===== config.mk =====
export PLATFORM = sky130hd
export DESIGN_NAME = lvds_tx_flat
export DESIGN_NICKNAME = d
export VERILOG_FILES = /design/src/rtl/lvds_pkg.sv /design/src/rtl/lvds_tx_if.sv /design/src/rtl/lvds_tx.sv /design/src/flat_wrapper.sv
export SDC_FILE = /design/constraint.sdc
export NUM_CORES = 1
export LEC_CHECK = 0
export ABC_CLOCK_PERIOD_IN_PS = 2400
export CAP_MARGIN = 20
export CORE_UTILIZATION = 49
export DETAILED_ROUTE_END_ITERATION = 8
export GPL_ROUTABILITY_DRIVEN = 0
export PLACE_DENSITY = 0.77
export SLEW_MARGIN = 15
export SYNTH_ARGS = -nofsm -noshare
export SYNTH_HDL_FRONTEND = slang
export SYNTH_SLANG_ARGS = --single-unit

===== constraint.sdc =====
create_clock -name i_ddr_clk -period 2.4 [get_ports i_ddr_clk]
set_input_delay 0.48 -clock i_ddr_clk [delete_from_list [all_inputs] [get_ports i_ddr_clk]]
set_output_delay 0.48 -clock i_ddr_clk [all_outputs]
set_load 0.01 [all_outputs]

===== src/rtl/lvds_pkg.sv =====
// Shared LVDS constants, state encoding and sync-bit check used by the TX and RX paths.
package lvds_pkg;
  localparam int LVDS_WORD_BITS    = 32;
  localparam int LVDS_BITS_PER_CLK = 2;
  localparam int LVDS_CNT_W        = 4;

  localparam logic [1:0] LVDS_SYNC_I = 2'b10;
  localparam logic [1:0] LVDS_SYNC_Q = 2'b01;

  typedef enum logic [1:0] {
    IDLE  = 2'd0,
    FETCH = 2'd1,
    SHIFT = 2'd2
  } lvds_state_e;

  // I sync sits in the top two bits, Q sync in bits 15:14.
  function automatic logic lvds_sync_ok(input logic [LVDS_WORD_BITS-1:0] w);
    return (w[31:30] == LVDS_SYNC_I) && (w[15:14] == LVDS_SYNC_Q);
  endfunction
endpackage


===== src/rtl/lvds_tx_if.sv =====
// FIFO read port, serial output and status of the LVDS TX serializer.
interface lvds_tx_if;
  import lvds_pkg::*;

  // Handshake: o_fifo_pull is a one-cycle read strobe, raised only after
  // i_tx_enable=1 and i_fifo_empty=0 were sampled; i_fifo_data is valid the
  // cycle after the strobe. No back-pressure exists on the serial side.
  logic                         i_tx_enable;
  logic                         i_fifo_empty;
  logic                         o_fifo_pull;
  logic [LVDS_WORD_BITS-1:0]    i_fifo_data;
  logic [LVDS_BITS_PER_CLK-1:0] o_ddr_data;
  logic                         o_tx_active;
  logic                         o_underrun;
  logic                         o_sync_error;
  lvds_state_e                  dbg_state;

  modport master (
    input  i_tx_enable, i_fifo_empty, i_fifo_data,
    output o_fifo_pull, o_ddr_data, o_tx_active, o_underrun, o_sync_error, dbg_state
  );

  modport slave (
    output i_tx_enable, i_fifo_empty, i_fifo_data,
    input  o_fifo_pull, o_ddr_data, o_tx_active, o_underrun, o_sync_error, dbg_state
  );
endinterface


===== src/rtl/lvds_tx.sv =====
// Serializes 32-bit I/Q words from the TX FIFO two bits per clock, MSB first,
// with a prefetch so consecutive words stream back to back.
module lvds_tx
  import lvds_pkg::*;
#(
  parameter bit         CHECK_SYNC = 1'b1,
  parameter logic [1:0] IDLE_BITS  = 2'b00
) (
  input  logic      i_ddr_clk,
  input  logic      i_rst_b,
  lvds_tx_if.master bus
);
  // Pull strobe visible at counter 14 so the data is ready at counter 15.
  localparam logic [LVDS_CNT_W-1:0] CNT_PREFETCH = 4'd13;
  localparam logic [LVDS_CNT_W-1:0] CNT_UNDERRUN = 4'd14;
  localparam logic [LVDS_CNT_W-1:0] CNT_LAST     = 4'd15;

  lvds_state_e                  state_q, state_d;
  logic [LVDS_CNT_W-1:0]        cnt_q, cnt_d;
  logic [LVDS_WORD_BITS-1:0]    shift_q, shift_d;
  logic                         pend_q, pend_d;
  logic                         pull_q, pull_d;
  logic [LVDS_BITS_PER_CLK-1:0] ddr_q, ddr_d;
  logic                         active_q, active_d;
  logic                         underrun_q, underrun_d;
  logic                         sync_err_q, sync_err_d;

  logic                         sync_bad;
  logic [LVDS_WORD_BITS-1:0]    load_word;
  logic                         load_now;
  logic                         word_done;
  logic                         can_pull;

  always_comb begin
    sync_bad  = CHECK_SYNC && !lvds_sync_ok(bus.i_fifo_data);
    load_word = sync_bad ? '0 : bus.i_fifo_data;
    // pend_q marks a cycle in which the FIFO presents the word we pulled.
    load_now  = (state_q == FETCH) || ((state_q == SHIFT) && (cnt_q == CNT_LAST) && pend_q);
    word_done = (state_q == SHIFT) && (cnt_q == CNT_LAST) && !pend_q;
    can_pull  = bus.i_tx_enable && !bus.i_fifo_empty;
  end

  always_ff @(posedge i_ddr_clk or negedge i_rst_b) begin
    if (!i_rst_b) begin
      state_q    <= IDLE;
      cnt_q      <= '0;
      shift_q    <= '0;
      pend_q     <= 1'b0;
      pull_q     <= 1'b0;
      ddr_q      <= IDLE_BITS;
      active_q   <= 1'b0;
      underrun_q <= 1'b0;
      sync_err_q <= 1'b0;
    end else begin
      state_q    <= state_d;
      cnt_q      <= cnt_d;
      shift_q    <= shift_d;
      pend_q     <= pend_d;
      pull_q     <= pull_d;
      ddr_q      <= ddr_d;
      active_q   <= active_d;
      underrun_q <= underrun_d;
      sync_err_q <= sync_err_d;
    end
  end

  always_comb begin
    state_d = state_q;
    case (state_q)
      IDLE:    if (pull_q) state_d = FETCH;
      FETCH:   state_d = SHIFT;
      SHIFT:   if (word_done) state_d = IDLE;
      default: state_d = IDLE;
    endcase
  end

  always_comb begin
    cnt_d      = cnt_q;
    shift_d    = shift_q;
    pend_d     = pull_q;
    pull_d     = 1'b0;
    ddr_d      = IDLE_BITS;
    active_d   = 1'b0;
    underrun_d = 1'b0;
    sync_err_d = 1'b0;

    if (load_now) begin
      ddr_d      = load_word[LVDS_WORD_BITS-1 -: LVDS_BITS_PER_CLK];
      shift_d    = {load_word[LVDS_WORD_BITS-LVDS_BITS_PER_CLK-1:0], {LVDS_BITS_PER_CLK{1'b0}}};
      cnt_d      = '0;
      active_d   = 1'b1;
      sync_err_d = sync_bad;
    end else if ((state_q == SHIFT) && (cnt_q != CNT_LAST)) begin
      ddr_d    = shift_q[LVDS_WORD_BITS-1 -: LVDS_BITS_PER_CLK];
      shift_d  = {shift_q[LVDS_WORD_BITS-LVDS_BITS_PER_CLK-1:0], {LVDS_BITS_PER_CLK{1'b0}}};
      cnt_d    = cnt_q + 1'b1;
      active_d = 1'b1;
    end

    if ((state_q == IDLE) && !pull_q && can_pull) pull_d = 1'b1;
    if ((state_q == SHIFT) && (cnt_q == CNT_PREFETCH) && can_pull) pull_d = 1'b1;

    // No prefetch went out while still enabled: the stream ends on an empty FIFO.
    if ((state_q == SHIFT) && (cnt_q == CNT_UNDERRUN) && !pull_q && bus.i_tx_enable)
      underrun_d = 1'b1;
  end

  assign bus.o_fifo_pull  = pull_q;
  assign bus.o_ddr_data   = ddr_q;
  assign bus.o_tx_active  = active_q;
  assign bus.o_underrun   = underrun_q;
  assign bus.o_sync_error = sync_err_q;
  assign bus.dbg_state    = state_q;
endmodule


===== src/flat_wrapper.sv =====
// flat-port wrapper written by rule: the top's interface ports become plain ports
module lvds_tx_flat import lvds_pkg::*;
#(
  parameter bit         CHECK_SYNC = 1'b1,
  parameter logic [1:0] IDLE_BITS  = 2'b00
)
  (i_ddr_clk, i_rst_b, bus_i_tx_enable, bus_i_fifo_empty, bus_i_fifo_data, bus_o_fifo_pull, bus_o_ddr_data, bus_o_tx_active, bus_o_underrun, bus_o_sync_error, bus_dbg_state);
  lvds_tx_if bus_i ();
  input  logic i_ddr_clk;
  input  logic i_rst_b;
  input wire logic [$bits(bus_i.i_tx_enable)-1:0] bus_i_tx_enable;
  input wire logic [$bits(bus_i.i_fifo_empty)-1:0] bus_i_fifo_empty;
  input wire logic [$bits(bus_i.i_fifo_data)-1:0] bus_i_fifo_data;
  output wire logic [$bits(bus_i.o_fifo_pull)-1:0] bus_o_fifo_pull;
  output wire logic [$bits(bus_i.o_ddr_data)-1:0] bus_o_ddr_data;
  output wire logic [$bits(bus_i.o_tx_active)-1:0] bus_o_tx_active;
  output wire logic [$bits(bus_i.o_underrun)-1:0] bus_o_underrun;
  output wire logic [$bits(bus_i.o_sync_error)-1:0] bus_o_sync_error;
  output wire logic [$bits(bus_i.dbg_state)-1:0] bus_dbg_state;
  assign bus_i.i_tx_enable = bus_i_tx_enable;
  assign bus_i.i_fifo_empty = bus_i_fifo_empty;
  assign bus_i.i_fifo_data = bus_i_fifo_data;
  assign bus_o_fifo_pull = bus_i.o_fifo_pull;
  assign bus_o_ddr_data = bus_i.o_ddr_data;
  assign bus_o_tx_active = bus_i.o_tx_active;
  assign bus_o_underrun = bus_i.o_underrun;
  assign bus_o_sync_error = bus_i.o_sync_error;
  assign bus_dbg_state = bus_i.dbg_state;
  lvds_tx #(.CHECK_SYNC(CHECK_SYNC), .IDLE_BITS(IDLE_BITS)) u_core (.i_ddr_clk(i_ddr_clk), .i_rst_b(i_rst_b), .bus(bus_i));
endmodule

* Yosys cells after proc, flatten, opt, wreduce, memory -nomap -nowiden
Index checks and enable logic that the tools add are counted.
** Storage, ports and cells
- Register bits :: 45
- Input port bits :: 36
** Cells by class
- Add/subtract/negate cells :: 1
- Equality and inequality tests :: 10
- Mux-type cells :: 16
- Reductions and logical operators :: 21
** Operator list (count)
- $mux W32 :: 3
- $logic_and A1 B1 Y1 :: 13
- $eq A4 B4 Y1 const B :: 3
- $mux W2 :: 4
- $mux W4 :: 2
- $mux W1 :: 6
- $pmux W2 S3 :: 1
- $add A4 B1 Y4 const B :: 1
- $eq A2 B1 Y1 const B :: 2
- $eq A2 B2 Y1 const B :: 2
- $logic_not A1 Y1 :: 4
- $ne A2 B1 Y1 const B :: 2
- $ne A4 B4 Y1 const B :: 1
- $logic_not A2 Y1 :: 1
- $reduce_and A2 Y1 :: 1
- $reduce_bool A2 Y1 :: 1
- $logic_or A1 B1 Y1 :: 1

* Logic depth before layout (Yosys ltp)
- Depth in word-level cells :: 5
- Mapped depth :: 7
- Mapped depth without buffers :: 5

* Worst setup path after synthesis
OpenSTA, ideal clock, no wires.
- Path type :: register to register
- Start :: reg u_core.cnt_q[0]
- End :: reg u_core.shift_q[26]
- Setup time :: 126 ps
- Arrival time :: 1627 ps
- Data required time :: 2274 ps
- Setup slack :: 647 ps
- Stages on the path, launching flop included :: 7
- Buffers on the path :: 1
- Clock period less this slack :: 1753 ps
- Cells stage by stage :: dfrtp_1 > ha_1 > and3_4 > a31o_4 > buf_6 > and3_1 > a221o_1
** On the way
- Word-level cells in the longest chain between the ends :: 5
** RTL lines
- start, declared :: RTL line lvds_tx.sv:19 : logic [LVDS_CNT_W-1:0] cnt_q, cnt_d;
- start signal, assigned :: RTL line lvds_tx.sv:56 : cnt_q <= cnt_d;
- $eq A4 B4 Y1 :: RTL line lvds_tx.sv:38 : load_now = (state_q == FETCH) || ((state_q == SHIFT) && (cnt_q == CNT_LAST) && pend_q);
- $logic_and A1 B1 Y1 (2 in series) :: RTL line lvds_tx.sv:38
- $logic_or A1 B1 Y1 :: RTL line lvds_tx.sv:38
- $mux W32 / $reduce_bool A2 Y1 (equally long branches)
- end signal, assigned :: RTL line lvds_tx.sv:57 : shift_q <= shift_d;
- end, declared :: RTL line lvds_tx.sv:20 : logic [LVDS_WORD_BITS-1:0] shift_q, shift_d;
Several ways; a longest one is shown, not always the timed one.
A chain may end at the register's enable or synchronous reset.

* Worst setup path after layout
- Start :: reg u_core.state_q[1], in the netlist u_core.bus.dbg_state[1]
- End :: reg u_core.shift_q[25]
** On the way
- Word-level cells in the longest chain between the ends :: 5
** RTL lines
- start, declared :: RTL line lvds_tx.sv:18 : lvds_state_e state_q, state_d;
- start signal, assigned :: RTL line lvds_tx.sv:55 : state_q <= state_d;
- $eq A2 B2 Y1 :: RTL line lvds_tx.sv:38, lvds_tx.sv:93
- $logic_and A1 B1 Y1 (2 in series) :: RTL line lvds_tx.sv:38
- $logic_or A1 B1 Y1 :: RTL line lvds_tx.sv:38
- $mux W32 / $reduce_bool A2 Y1 (equally long branches)
Several ways; a longest one is shown, not always the timed one.

==> flow_metrics.tcl <==
set metrics [dict create \
    status "complete, no violations" \
    clock-sinks 43 \
    hp-class "input port to asynchronous set/reset pin" \
    netlist.area_leader.share 0.550 \
    slew_headroom 0.616 \
    yosysWarnings 0 \
    crit_type "register to register" \
    fin_crit_sh 0.868 \
    layout_min_cycle_time_ns 2.08 \
    vias 1513 \
    finalClockSkew_ns 0.00390 \
    worstSetupEndpointType "register" \
    synth_edf_count 0 \
    netlist_area_um2 1960 \
    crit_slowest_cell "dfrtp_1" \
    worstPathCellList "nor2b_2, and2_4, nor2_4, buf_12, a221o_1" \
    critPathTopFamily "simple AND/OR/NAND/NOR gates" \
    cts_max_level 2 \
    drt_iter0_markers 124 \
    n_antenna_cell 0 \
    syn_avg_cell_area_um2 12.1 \
    tightest_slew_ns 0.574 \
    clk_pin_slew_ns 0.08 \
    max_freq_mhz 480 \
    cts_setup_buffers 0 \
    synth.most_common_cell "dfrtp_1" \
    ys_seq_area_frac 0.550 \
    rows 22 \
    clock-root-buffer "clkbuf_8" \
    cts_resized 0 \
    place.port_buffers 43 \
    die_area_um2 4250 \
    place_ws_ns 0.333 \
    crit_path_start_kind "register" \
    track_usage 0.228 \
    routed_wl_um 4320 \
    cp.required_ns 2.57 \
    cts_tree "yes" \
    worst_slack_ns 0.317 \
    die_w_um 65.2 \
    slowest_delay_ns 0.45 \
    slew_violations 0 \
    syn_inst 162 \
    grt_max_degree 30 \
    power_density_nw_per_um2 972 \
    io_pins 44 \
    hold_violations 0 \
    area_growth_pct 27.3 \
    ir_drop_mv 0.619 \
    syn-num-nets 201 \
    ctsHoldBuffers 0 \
    cp_max_fo 29 \
    drive_above_1_share 0.0927 \
    cap_viol_max_count 0 \
    synth-main-ff-cell "dfrtp_1" \
    power.leakage_nw 1.23 \
    antenna_found_initial 0 \
    synth_seq_cells 43 \
    synth_top_area_cell "dfrtp_1" \
    ant_nets 0 \
    holdWs_ns 0.174 \
    place_hpwl_um 2990 \
    synthArstFlopShare 1.00 \
    cp.arrival_ns 2.26 \
    synthTopCellsByCount "43 x dfrtp_1, 26 x a221o_1, 25 x and3_1" \
    final_nets 243 \
    viasPerCell 5.98 \
    grt_pass1_vias 1500 \
    drc 0 \
    setup_viol 0 \
    detail_route.wl_per_cell_um 17.1 \
    yosys-top-cells-area "dfrtp_1 55%, a221o_1 13%, and3_1 8.0%" \
    drt_first_pass_iters 4 \
    fp.coreArea_um2 3740 \
    path_buf_inv 1 \
    fin_setup_tns_ns 0 \
    clock_latency_ns 0.29 \
    start_util 0.522 \
    synth.distinct_cells 34 \
    rsz0062_at_grt "false" \
    overflow 0 \
    cts.path.max_buffers 2 \
    cts_inserted_buffers 5 \
    chipHeight_um 65.2 \
    grt_first_pass_wirelength_um 7240 \
]
-- cells in the final DEF (no fill, tap or decap), types with 2 or more instances in the layout --
cell type        instances
dfrtp_1                 43
clkdlybuf4s50_1         42
a221o_1                 26
and3_1                  25
inv_1                    7
nand3_1                  7
nand2_1                  7
clkbuf_8                 5
nor2_1                   4
nor3_1                   4
a21oi_1                  3
ha_1                     3
nand4_1                  2
o21ai_0                  2
buf_4                    2
-- layer usage --
| metal | GRT usage | vias up | share of wire |
|---|---|---|---|
| met5 | 0 | - | 0 |
| met4 | 0.0679 | 0 | 0.013 |
| met3 | 0.0625 | 6 | 0.081 |
| met2 | 0.344 | 69 | 0.47 |
| met1 | 0.322 | 735 | 0.43 |
| li1 | - | 703 | - |
-- layout make-up --
class / count / area [µm²]
Tap cell: 48 / 60.1
Timing Repair Buffer: 46 / 460
Inverter: 7 / 26.3
Clock buffer: 5 / 68.8
Fill cell: 295 / 1250
Clock inverter: 3 / 43.8
Multi-Input combinational cell: 101 / 754
Sequential cell: 43 / 1080
-- worst register-to-register path: stages (launching register included) --
cell     delay [ns]
dfrtp_1        0.45
nor2b_2        0.42
and2_4         0.43
nor2_4         0.13
buf_12         0.17
a221o_1        0.36
-- through the flow --
step	total power, W	util	instances	cell area (µm²)
after floorplan	0.00166	-	162	1960
after global placement	0.00184	0.635	245	2380
after detailed placement	0.00188	0.635	245	2380
after CTS	0.00244	0.665	253	2490
after global routing	0.00258	0.665	253	2490
final	0.00242	0.665	253	2490
-- cell families after synthesis --
| logic type | Yosys count | synth area share |
|---|---|---|
| AOI/OAI and AO/OA | 38 | 0.180 |
| xor gates and xnor gates | 1 | 0.00448 |
| adders and majority gates | 3 | 0.0192 |
| buffers and inverters | 18 | 0.0640 |
| DFF | 43 | 0.550 |
| and+or+nand+nor | 59 | 0.182 |
-- report_power, final --
group | internal, W | leakage (nW) | switching [W] | total, W
Sequential | 0.000926 | 0.585 | 0.000168 | 0.00109
Clock | 0.000310 | 0.0581 | 0.000241 | 0.000550
Combinational | 0.000372 | 0.585 | 0.000404 | 0.000776
Total | 0.00161 | 1.23 | 0.000813 | 0.00242
-- flip-flops by register name, indices dropped and copies added, names as in the netlist --
register,cells
u_core.shift_q,30
u_core.bus.dbg_state,2
u_core.bus.o_fifo_pull,1
u_core.pend_q,1
u_core.cnt_q,4
u_core.bus.o_sync_error,1
u_core.bus.o_underrun,1
u_core.bus.o_tx_active,1
u_core.bus.o_ddr_data,2
-- path summary, 6_finish.rpt --
kind	startpoint	endpoint	slack, ns	cells after the start
worst max-delay path	u_core.bus.dbg_state[1]	u_core.shift_q[25]	0.32	5
worst min-delay path	i_rst_b	u_core.shift_q[15]	0.17	1
worst max register to register	u_core.bus.dbg_state[1]	u_core.shift_q[25]	0.32	5
worst min register to register	u_core.bus.o_fifo_pull	u_core.pend_q	0.46	0
max in group asynchronous	i_rst_b	u_core.shift_q[7]	1.68	2
min in group i_ddr_clk	u_core.bus.o_fifo_pull	u_core.pend_q	0.46	0
Note: power is estimated with default switching activity, not from simulation.
